[src/rtl/head_pkg.sv]
// Shared widths, FSM encoding and done-record type for the header-buffer write front end.
package head_pkg;
  localparam int DATA_W    = 32;
  localparam int ID_W      = 5;
  localparam int NUM_IDS   = 32;
  localparam int MAX_WORDS = 32;
  localparam int LEN_W     = 6;
  localparam int CNT_W     = 6;

  typedef enum logic [1:0] {
    IDLE  = 2'd0,
    HEAD  = 2'd1,
    DRAIN = 2'd2,
    GAP   = 2'd3
  } state_t;

  typedef struct packed {
    logic             valid;
    logic [ID_W-1:0]  id;
    logic [LEN_W-1:0] len;
    logic             err;
  } done_t;

  // Index of the lowest set bit; 0 when none are set.
  function automatic logic [ID_W-1:0] lowest_set(input logic [NUM_IDS-1:0] vec);
    logic [ID_W-1:0] idx;
    idx = '0;
    for (int i = NUM_IDS - 1; i >= 0; i--) begin
      if (vec[i]) begin
        idx = ID_W'(i);
      end
    end
    return idx;
  endfunction
endpackage

[src/rtl/id_pool.sv]
// Free-slot bitmap: hands out the lowest free ramID and takes slots back from the parser.
module id_pool
  import head_pkg::*;
(
  input  logic             clk,
  input  logic             reset,
  input  logic             alloc,
  input  logic             release_valid,
  input  logic [ID_W-1:0]  release_id,
  output logic [ID_W-1:0]  alloc_id,
  output logic [CNT_W-1:0] free_cnt,
  output logic             empty
);
  logic [NUM_IDS-1:0] free_r;
  logic [NUM_IDS-1:0] alloc_mask_s;
  logic [NUM_IDS-1:0] rel_mask_s;
  logic [CNT_W-1:0]   cnt_r;
  logic               rel_ok_s;

  assign alloc_id = lowest_set(free_r);
  assign free_cnt = cnt_r;
  assign empty    = (cnt_r == '0);

  // Returning a slot that is already free is ignored, so it cannot inflate the count.
  always_comb begin
    rel_ok_s     = release_valid & ~free_r[release_id];
    alloc_mask_s = {{(NUM_IDS-1){1'b0}}, alloc} << alloc_id;
    rel_mask_s   = {{(NUM_IDS-1){1'b0}}, rel_ok_s} << release_id;
  end

  // Bitmap and population count update together; alloc and release may coincide.
  always_ff @(posedge clk) begin
    if (reset) begin
      free_r <= '1;
      cnt_r  <= CNT_W'(NUM_IDS);
    end else begin
      free_r <= (free_r & ~alloc_mask_s) | rel_mask_s;
      cnt_r  <= cnt_r + CNT_W'(rel_ok_s) - CNT_W'(alloc);
    end
  end
endmodule

[src/rtl/head_dispatcher.sv]
// Streams the first MAX_WORDS words of each packet into a claimed header-buffer slot
// and reports completion to the parse engine.
module head_dispatcher
  import head_pkg::*;
(
  input  logic              clk,
  input  logic              reset,
  input  logic [DATA_W-1:0] pkt_in,
  input  logic              pkt_in_valid,
  input  logic              pkt_in_sop,
  input  logic              pkt_in_eop,
  output logic              pkt_in_ready,
  input  logic              release_valid,
  input  logic [ID_W-1:0]   release_ramID,
  output logic [DATA_W-1:0] head_out,
  output logic              head_out_valid,
  output logic [ID_W-1:0]   ramID_out,
  output logic              head_done_valid,
  output logic [ID_W-1:0]   head_done_ramID,
  output logic [LEN_W-1:0]  head_done_len,
  output logic              head_done_err,
  output logic [CNT_W-1:0]  free_cnt
);
  state_t             state_r, state_next_s;
  logic               accept_s, wr_s, alloc_s, last_s, trunc_s, empty_s;
  logic [LEN_W-1:0]   len_r, len_next_s;
  logic [ID_W-1:0]    ramid_r, alloc_id_s;
  logic [DATA_W-1:0]  head_r;
  logic               head_valid_r;
  done_t              stage_a_r, stage_b_r, done_r;

  id_pool u_pool (
    .clk           (clk),
    .reset         (reset),
    .alloc         (alloc_s),
    .release_valid (release_valid),
    .release_id    (release_ramID),
    .alloc_id      (alloc_id_s),
    .free_cnt      (free_cnt),
    .empty         (empty_s)
  );

  // State register.
  always_ff @(posedge clk) begin
    if (reset) begin
      state_r <= IDLE;
    end else begin
      state_r <= state_next_s;
    end
  end

  // Next state, ready, and per-word write/alloc/close decisions.
  always_comb begin
    state_next_s = state_r;
    pkt_in_ready = 1'b0;
    wr_s         = 1'b0;
    alloc_s      = 1'b0;
    last_s       = 1'b0;
    trunc_s      = 1'b0;
    len_next_s   = len_r;
    case (state_r)
      IDLE:    pkt_in_ready = ~empty_s;
      HEAD:    pkt_in_ready = 1'b1;
      DRAIN:   pkt_in_ready = 1'b1;
      GAP:     pkt_in_ready = 1'b0;
      default: pkt_in_ready = 1'b0;
    endcase
    accept_s = pkt_in_valid & pkt_in_ready;
    case (state_r)
      IDLE: begin
        if (accept_s && pkt_in_sop) begin
          alloc_s      = 1'b1;
          wr_s         = 1'b1;
          len_next_s   = LEN_W'(1);
          last_s       = pkt_in_eop;
          state_next_s = pkt_in_eop ? GAP : HEAD;
        end else begin
          state_next_s = IDLE;
        end
      end
      HEAD: begin
        if (accept_s && pkt_in_sop) begin
          // Missing eop: close the open burst with an error and discard the new packet.
          trunc_s      = 1'b1;
          state_next_s = pkt_in_eop ? GAP : DRAIN;
        end else if (accept_s) begin
          wr_s       = 1'b1;
          len_next_s = len_r + LEN_W'(1);
          if (pkt_in_eop) begin
            last_s       = 1'b1;
            state_next_s = GAP;
          end else if (len_next_s == LEN_W'(MAX_WORDS)) begin
            last_s       = 1'b1;
            state_next_s = DRAIN;
          end else begin
            state_next_s = HEAD;
          end
        end else begin
          state_next_s = HEAD;
        end
      end
      DRAIN: begin
        if (accept_s && pkt_in_eop) begin
          state_next_s = GAP;
        end else begin
          state_next_s = DRAIN;
        end
      end
      GAP:     state_next_s = IDLE;
      default: state_next_s = IDLE;
    endcase
  end

  // Write port register and the three-stage done pipeline that trails the last write.
  always_ff @(posedge clk) begin
    if (reset) begin
      head_r       <= '0;
      head_valid_r <= 1'b0;
      ramid_r      <= '0;
      len_r        <= '0;
      stage_a_r    <= '0;
      stage_b_r    <= '0;
      done_r       <= '0;
    end else begin
      head_valid_r <= wr_s;
      if (wr_s) begin
        head_r <= pkt_in;
      end
      if (alloc_s) begin
        ramid_r <= alloc_id_s;
      end
      len_r <= len_next_s;
      stage_a_r.valid <= last_s;
      stage_a_r.id    <= last_s ? (alloc_s ? alloc_id_s : ramid_r) : '0;
      stage_a_r.len   <= last_s ? len_next_s : '0;
      stage_a_r.err   <= 1'b0;
      if (stage_a_r.valid) begin
        stage_b_r <= stage_a_r;
      end else if (trunc_s) begin
        stage_b_r <= '{valid: 1'b1, id: ramid_r, len: len_r, err: 1'b1};
      end else begin
        stage_b_r <= '0;
      end
      done_r <= stage_b_r;
    end
  end

  assign head_out        = head_r;
  assign head_out_valid  = head_valid_r;
  assign ramID_out       = ramid_r;
  assign head_done_valid = done_r.valid;
  assign head_done_ramID = done_r.id;
  assign head_done_len   = done_r.len;
  assign head_done_err   = done_r.err;
endmodule

[config.mk]
export PLATFORM = sky130hd
export DESIGN_NAME = head_dispatcher
export DESIGN_NICKNAME = d
export VERILOG_FILES = /design/src/rtl/head_pkg.sv /design/src/rtl/id_pool.sv /design/src/rtl/head_dispatcher.sv
export SDC_FILE = /design/constraint.sdc
export NUM_CORES = 1
export LEC_CHECK = 0
export BUFFER_PORTS_ARGS = -buffer_cell sky130_fd_sc_hd__buf_2
export CAP_MARGIN = 0
export CORE_ASPECT_RATIO = 2
export CORE_MARGIN = 2
export CORE_UTILIZATION = 24
export CTS_BUF_LIST = sky130_fd_sc_hd__clkbuf_2 sky130_fd_sc_hd__clkbuf_4 sky130_fd_sc_hd__clkbuf_8
export CTS_CLUSTER_DIAMETER = 200
export CTS_CLUSTER_SIZE = 8
export DETAILED_ROUTE_END_ITERATION = 16
export SETUP_SLACK_MARGIN = 0.3
export SYNTH_ARGS = -nofsm -noshare
export SYNTH_HDL_FRONTEND = slang
export SYNTH_SLANG_ARGS = --single-unit
[constraint.sdc]
create_clock -name clk -period 3.5 [get_ports clk]
set_input_delay 0.7 -clock clk [delete_from_list [all_inputs] [get_ports clk]]
set_output_delay 0.7 -clock clk [all_outputs]
set_load 0.05 [all_outputs]
# Word-level counts from Yosys, hierarchy flattened
# Cells that the tools add are included.
[word_totals] elab_cells=106 in_bits=43 regBits=123 out_inout_bits=58
[classes] n_reduce_logical=6 eq_ne=4 muxes=63 n_addsub=3 n_bitwise=8 shift=2 order_cmp=1
[op_table] cell="$mux W5" count=33
[op_table] cell="$shl A1 B5 Y32" count=2
[op_table] cell="$and A32 B32 Y32" count=1
[op_table] cell="$not A32 Y32" count=1
[op_table] cell="$or A32 B32 Y32" count=1
[op_table] cell="$mux W13" count=2
[op_table] cell="$mux W6" count=3
[op_table] cell="$mux W1" count=13
[op_table] cell="$mux W2" count=6
[op_table] cell="$pmux W6 S2" count=1
[op_table] cell="$pmux W2 S4" count=1
[op_table] cell="$add A6 B1 Y6" count=1
[op_table] cell="$add A6 B1 Y6 const B" count=1
[op_table] cell="$eq A6 B6 Y1 const B" count=1
[op_table] cell="$logic_not A6 Y1" count=1
[op_table] cell="$lt A5 B6 Y1 const B" count=1
[op_table] cell="$sub A6 B1 Y6" count=1
[op_table] cell="$bmux W1 S5" count=1
[op_table] cell="$eq A2 B2 Y1 const B" count=2
[op_table] cell="$pmux W1 S2" count=2
[op_table] cell="$reduce_or A2 Y1" count=2
[op_table] cell="$not A1 Y1" count=3
[op_table] cell="$pmux W1 S3" count=1
[op_table] cell="$and A1 B1 Y1" count=2
[op_table] cell="other kinds (3)" count=4

# Logic depth before layout (Yosys ltp)
[logic_depth] ltp_word=36 mapped_depth=18 depth_no_buf=16

# Modules after synthesis
# A second synthesis with hierarchy kept.
[unflattened] cells_unflattened=657 hier_area_um2=5606.6
[by_module_without_submodules] module="head_dispatcher" seq_area_each_um2=1681.6 instances=1 area_per_inst_um2=3035.4 cells_per_inst=326
[by_module_without_submodules] module="id_pool" seq_area_each_um2=760.7 instances=1 area_per_inst_um2=2571.2 cells_per_inst=331

# Worst setup path before layout
# Ideal clock, no wire load.
[synth_path] kind="input to register" from="in release_ramID[0]" to="reg u_pool.cnt_r[4], in the netlist u_pool.free_cnt[4]" path_slack_ns=0.057 path_stages=14 setup_time_ns=0.128 required_ns=3.372 n_path_buf=2 arrival_ns=3.315 cell_sequence="clkbuf_1 -> buf_8 -> mux4_2 -> mux4_2 -> o22ai_1 -> ha_1 -> inv_1 -> fa_1 -> inv_1 -> a21oi_1 -> nor2_1 -> nor2_1 -> xor2_1 -> nor2_1"
[synth_via] elab_chain_len=6
[synth_lines] element="from (decl)" line_no="head_dispatcher.sv:14" text="input logic [ID_W-1:0] release_ramID,"
[synth_lines] element="$bmux W1 S5" line_no="id_pool.sv:26" text="rel_ok_s = release_valid & ~free_r[release_id];"
[synth_lines] element="$mux W1 (not written as such)" line_no="id_pool.sv:26"
[synth_lines] element="$not A1 Y1" line_no="id_pool.sv:26"
[synth_lines] element="$and A1 B1 Y1" line_no="id_pool.sv:26"
[synth_lines] element="$add A6 B1 Y6" line_no="id_pool.sv:38" text="cnt_r <= cnt_r + CNT_W'(rel_ok_s) - CNT_W'(alloc);"
[synth_lines] element="$sub A6 B1 Y6" line_no="id_pool.sv:38"
[synth_lines] element="to (signal assigned)" line_no="id_pool.sv:35" text="cnt_r <= CNT_W'(NUM_IDS);"
[synth_lines] element="to (signal assigned)" line_no="id_pool.sv:38"
[synth_lines] element="to (decl)" line_no="id_pool.sv:17" text="logic [CNT_W-1:0] cnt_r;"
# No other way between the ends. The select of a mux whose other input is x is not followed.
# A chain may end at the register's enable or synchronous reset.

# Final worst setup path
# Ends and elaborated chain as after synthesis.

==> impl_metrics.ini <==
[setup_path]
endpoint_kind = flip-flop
worstPathRequired_ns = 3.82
critPathLaunchType = input pin
critPathKind = input pin to flip-flop
path_max_fanout = 11
worstPathArrival_ns = 3.33

[yosys]
synth-seq-cells = 122
yosys.area.top_type = dfxtp_1
synth.distinct_cells = 74
yosys-top-cells-area = dfxtp_1, nand2_1, a21oi_1
yosys_warnings = 0
netlist_area_um2 = 5554
postSynthAreaPerCell_um2 = 8.844
synth_edf_count = 0
syn_nets = 684
ys.flop_type = dfxtp_1
async_reset_ff_share_pct = 0
synthCells = 628
yosysSeqAreaShare_pct = 43.97
synth.top_cell.area_share_pct = 43.97

[global_route]
grt_max_degree = 38
grt_pass1_wl_um = 27170
antenna_found_initial = 0
grtUsageTotal_pct = 14.61
grt_pass1_vias = 5056
grt-ovfl-total = 0

[sta]
finalCritPeriodShare_pct = 85.89
tightest_slew_ns = 0.9418
finalSetupTns_ns = 0
hold_viol = 0
rsz0062_at_grt = no
slew_headroom_pct = 37.08
skew_ns = 0.01694
slew_violations = 0
fin_crit_ns = 3.006
timing.fmax_mhz = 332.6
setup_viol = 0

[cts]
path_clk_slew_ns = 0.07
cts_hold_buf = 0
cts_tree = yes
cts_buffers = 17
insertion_delay_ns = 0.45
cts_resized = 0
clockBufferDepth = 2
h-tree-depth = 4
root_buffer = clkbuf_8
post-cts-setup-buffer-count = 0
clock_sinks = 122

[routing]
wl_um = 17840
drt_iter0_markers = 312
wl_met2_um = 10220
drc_errors = 0
vias = 5142
firstDrtPassIters = 5
routed.top_layer = met4
routedWlPerCell_um = 17.56
wirelength_met1_um = 5539
antenna_left = 0
drt-vias-per-instance = 5.061
wl_met3_um = 859

[die]
ios = 101
coreArea_um2 = 22740
start_util_pct = 24.43
die_w_um = 111.6
die_h_um = 219.1
std_cell_rows = 78
die_area_um2 = 24450

[cells_and_area]
final_cells = 1016
nets = 781
area_growth_pct = 21.27
final_cell_mix = dfxtp_1, buf_2, nand2_1
drive_gt1_share_pct = 23.37
antenna_cells = 0
final_common_cell = dfxtp_1

[pwr]
power.density_nw_per_um2 = 527.5
vdd_drop_max_uv = 315.0
leakage_nw = 2.651

[placed_design]
port_buffers = 100
dp_hpwl_um = 13320
dp_cells = 986
place_congestion = 0.9219

[hold_path]
hp-class = flip-flop to flip-flop

[job]
drv_cap = 0

[outcome]
outcome = finished, final reports clean
kinds of logic (layout without fill, tap and decap cells):
group / count (synthesis) / in the layout / share of synthesized area (%)
adder cells (fa/ha/maj): 13 / 13 / 3.064
flip-flops: 122 / 122 / 43.97
AO/OA/AOI/OAI: 149 / 149 / 19.08
buffers and inverters: 63 / 171 / 5.204
XOR/XNOR: 4 / 4 / 0.6309
AND/OR/NAND/NOR: 262 / 262 / 23.25
multiplexers: 15 / 15 / 4.798
stage by stage:
stage                     hold WS [ns]  setup WS [ns]  cell area [µm²]  utilization (%)  power, mW
after detailed placement        0.4287        0.03611             6355            27.95      2.352
after global placement          0.4181        0.04048             6355            27.95      2.341
after global routing            0.4562         0.3560             6735            29.62      3.741
after floorplan                 0.4138         0.3231             5583                -      2.137
final                           0.4427         0.4938             6735            29.62      3.553
after CTS                       0.4451         0.5221             6735            29.62      3.607
area by class of cell:
| type | instances | area [µm²] |
|---|---|---|
| clock buffers | 22 | 284.0 |
| clock inverters | 8 | 96.34 |
| fillers | 2408 | 16000 |
| inverters | 24 | 90.09 |
| multi-input cells | 443 | 2834 |
| flip-flops and latches | 122 | 2450 |
| well taps | 280 | 350.3 |
| repair buffers | 117 | 630.6 |
worst max-delay path, cell delays in order:
cell	delay, ns
buf_2	0.30
mux4_1	0.65
mux4_2	0.49
o22ai_2	0.11
ha_2	0.19
inv_1	0.05
fa_2	0.36
inv_1	0.06
a21oi_1	0.06
nor2_1	0.09
nor2_1	0.06
xor2_1	0.13
nor2_1	0.05
per-layer routing:
metal,global-route usage (%),vias up
met2,28.64,197
met1,12.31,2431
met4,11.03,0
li1,-,2445
met3,3.618,69
met5,0,-
report_power, final:
part           switching [mW]  leakage (nW)  internal (mW)  total (mW)
Clock                   0.553         0.199          0.681        1.23
Sequential             0.0453         0.990           1.46        1.51
Combinational           0.559          1.46          0.252       0.811
synthesized netlist by cell type, types with 3 or more instances:
| cell type | number |
|---|---|
| o41ai_1 | 10 |
| o21a_1 | 5 |
| ha_1 | 12 |
| nor2b_1 | 21 |
| nor3b_1 | 4 |
| buf_2 | 5 |
| and3_1 | 8 |
| nand4_1 | 15 |
| clkbuf_1 | 24 |
| inv_1 | 22 |
| o21ai_1 | 3 |
| o21bai_1 | 4 |
| mux4_2 | 8 |
| o21ai_0 | 7 |
| a21oi_1 | 55 |
| and2_1 | 6 |
| nand2b_1 | 8 |
| buf_6 | 3 |
| a211o_1 | 7 |
| dfxtp_1 | 122 |
| nand2_1 | 95 |
| nor4_1 | 12 |
| a221o_1 | 8 |
| nor3_1 | 16 |
| a22o_1 | 11 |
| nand3_1 | 9 |
| buf_1 | 3 |
| mux2i_1 | 6 |
| a21o_1 | 4 |
| a31oi_1 | 8 |
| o211ai_1 | 4 |
| nor2_1 | 53 |
worst paths after layout:
| path | startpoint | endpoint | slack, ns | cells past startpoint |
|---|---|---|---|---|
| setup / recovery | release_ramID[0] | u_pool.free_cnt[4] | 0.49 | 13 |
| setup reg to reg | u_pool.free_cnt[2] | u_pool.free_cnt[5] | 0.57 | 14 |
| hold / removal | stage_b_r[4] | head_done_len[3] | 0.44 | 1 |
| hold reg to reg | stage_b_r[4] | head_done_len[3] | 0.44 | 1 |
sequential cells by signal, indices dropped and copies added (netlist names):
name / cells
head_done_err: 1
head_done_len: 6
head_done_ramID: 5
head_done_valid: 1
head_out: 32
head_out_valid: 1
len_r: 6
ramID_out: 5
stage_a_r: 12
stage_b_r: 13
state_r: 2
u_pool.free_cnt: 6
u_pool.free_r: 32
No activity file was read; power rests on OpenSTA's default activity.
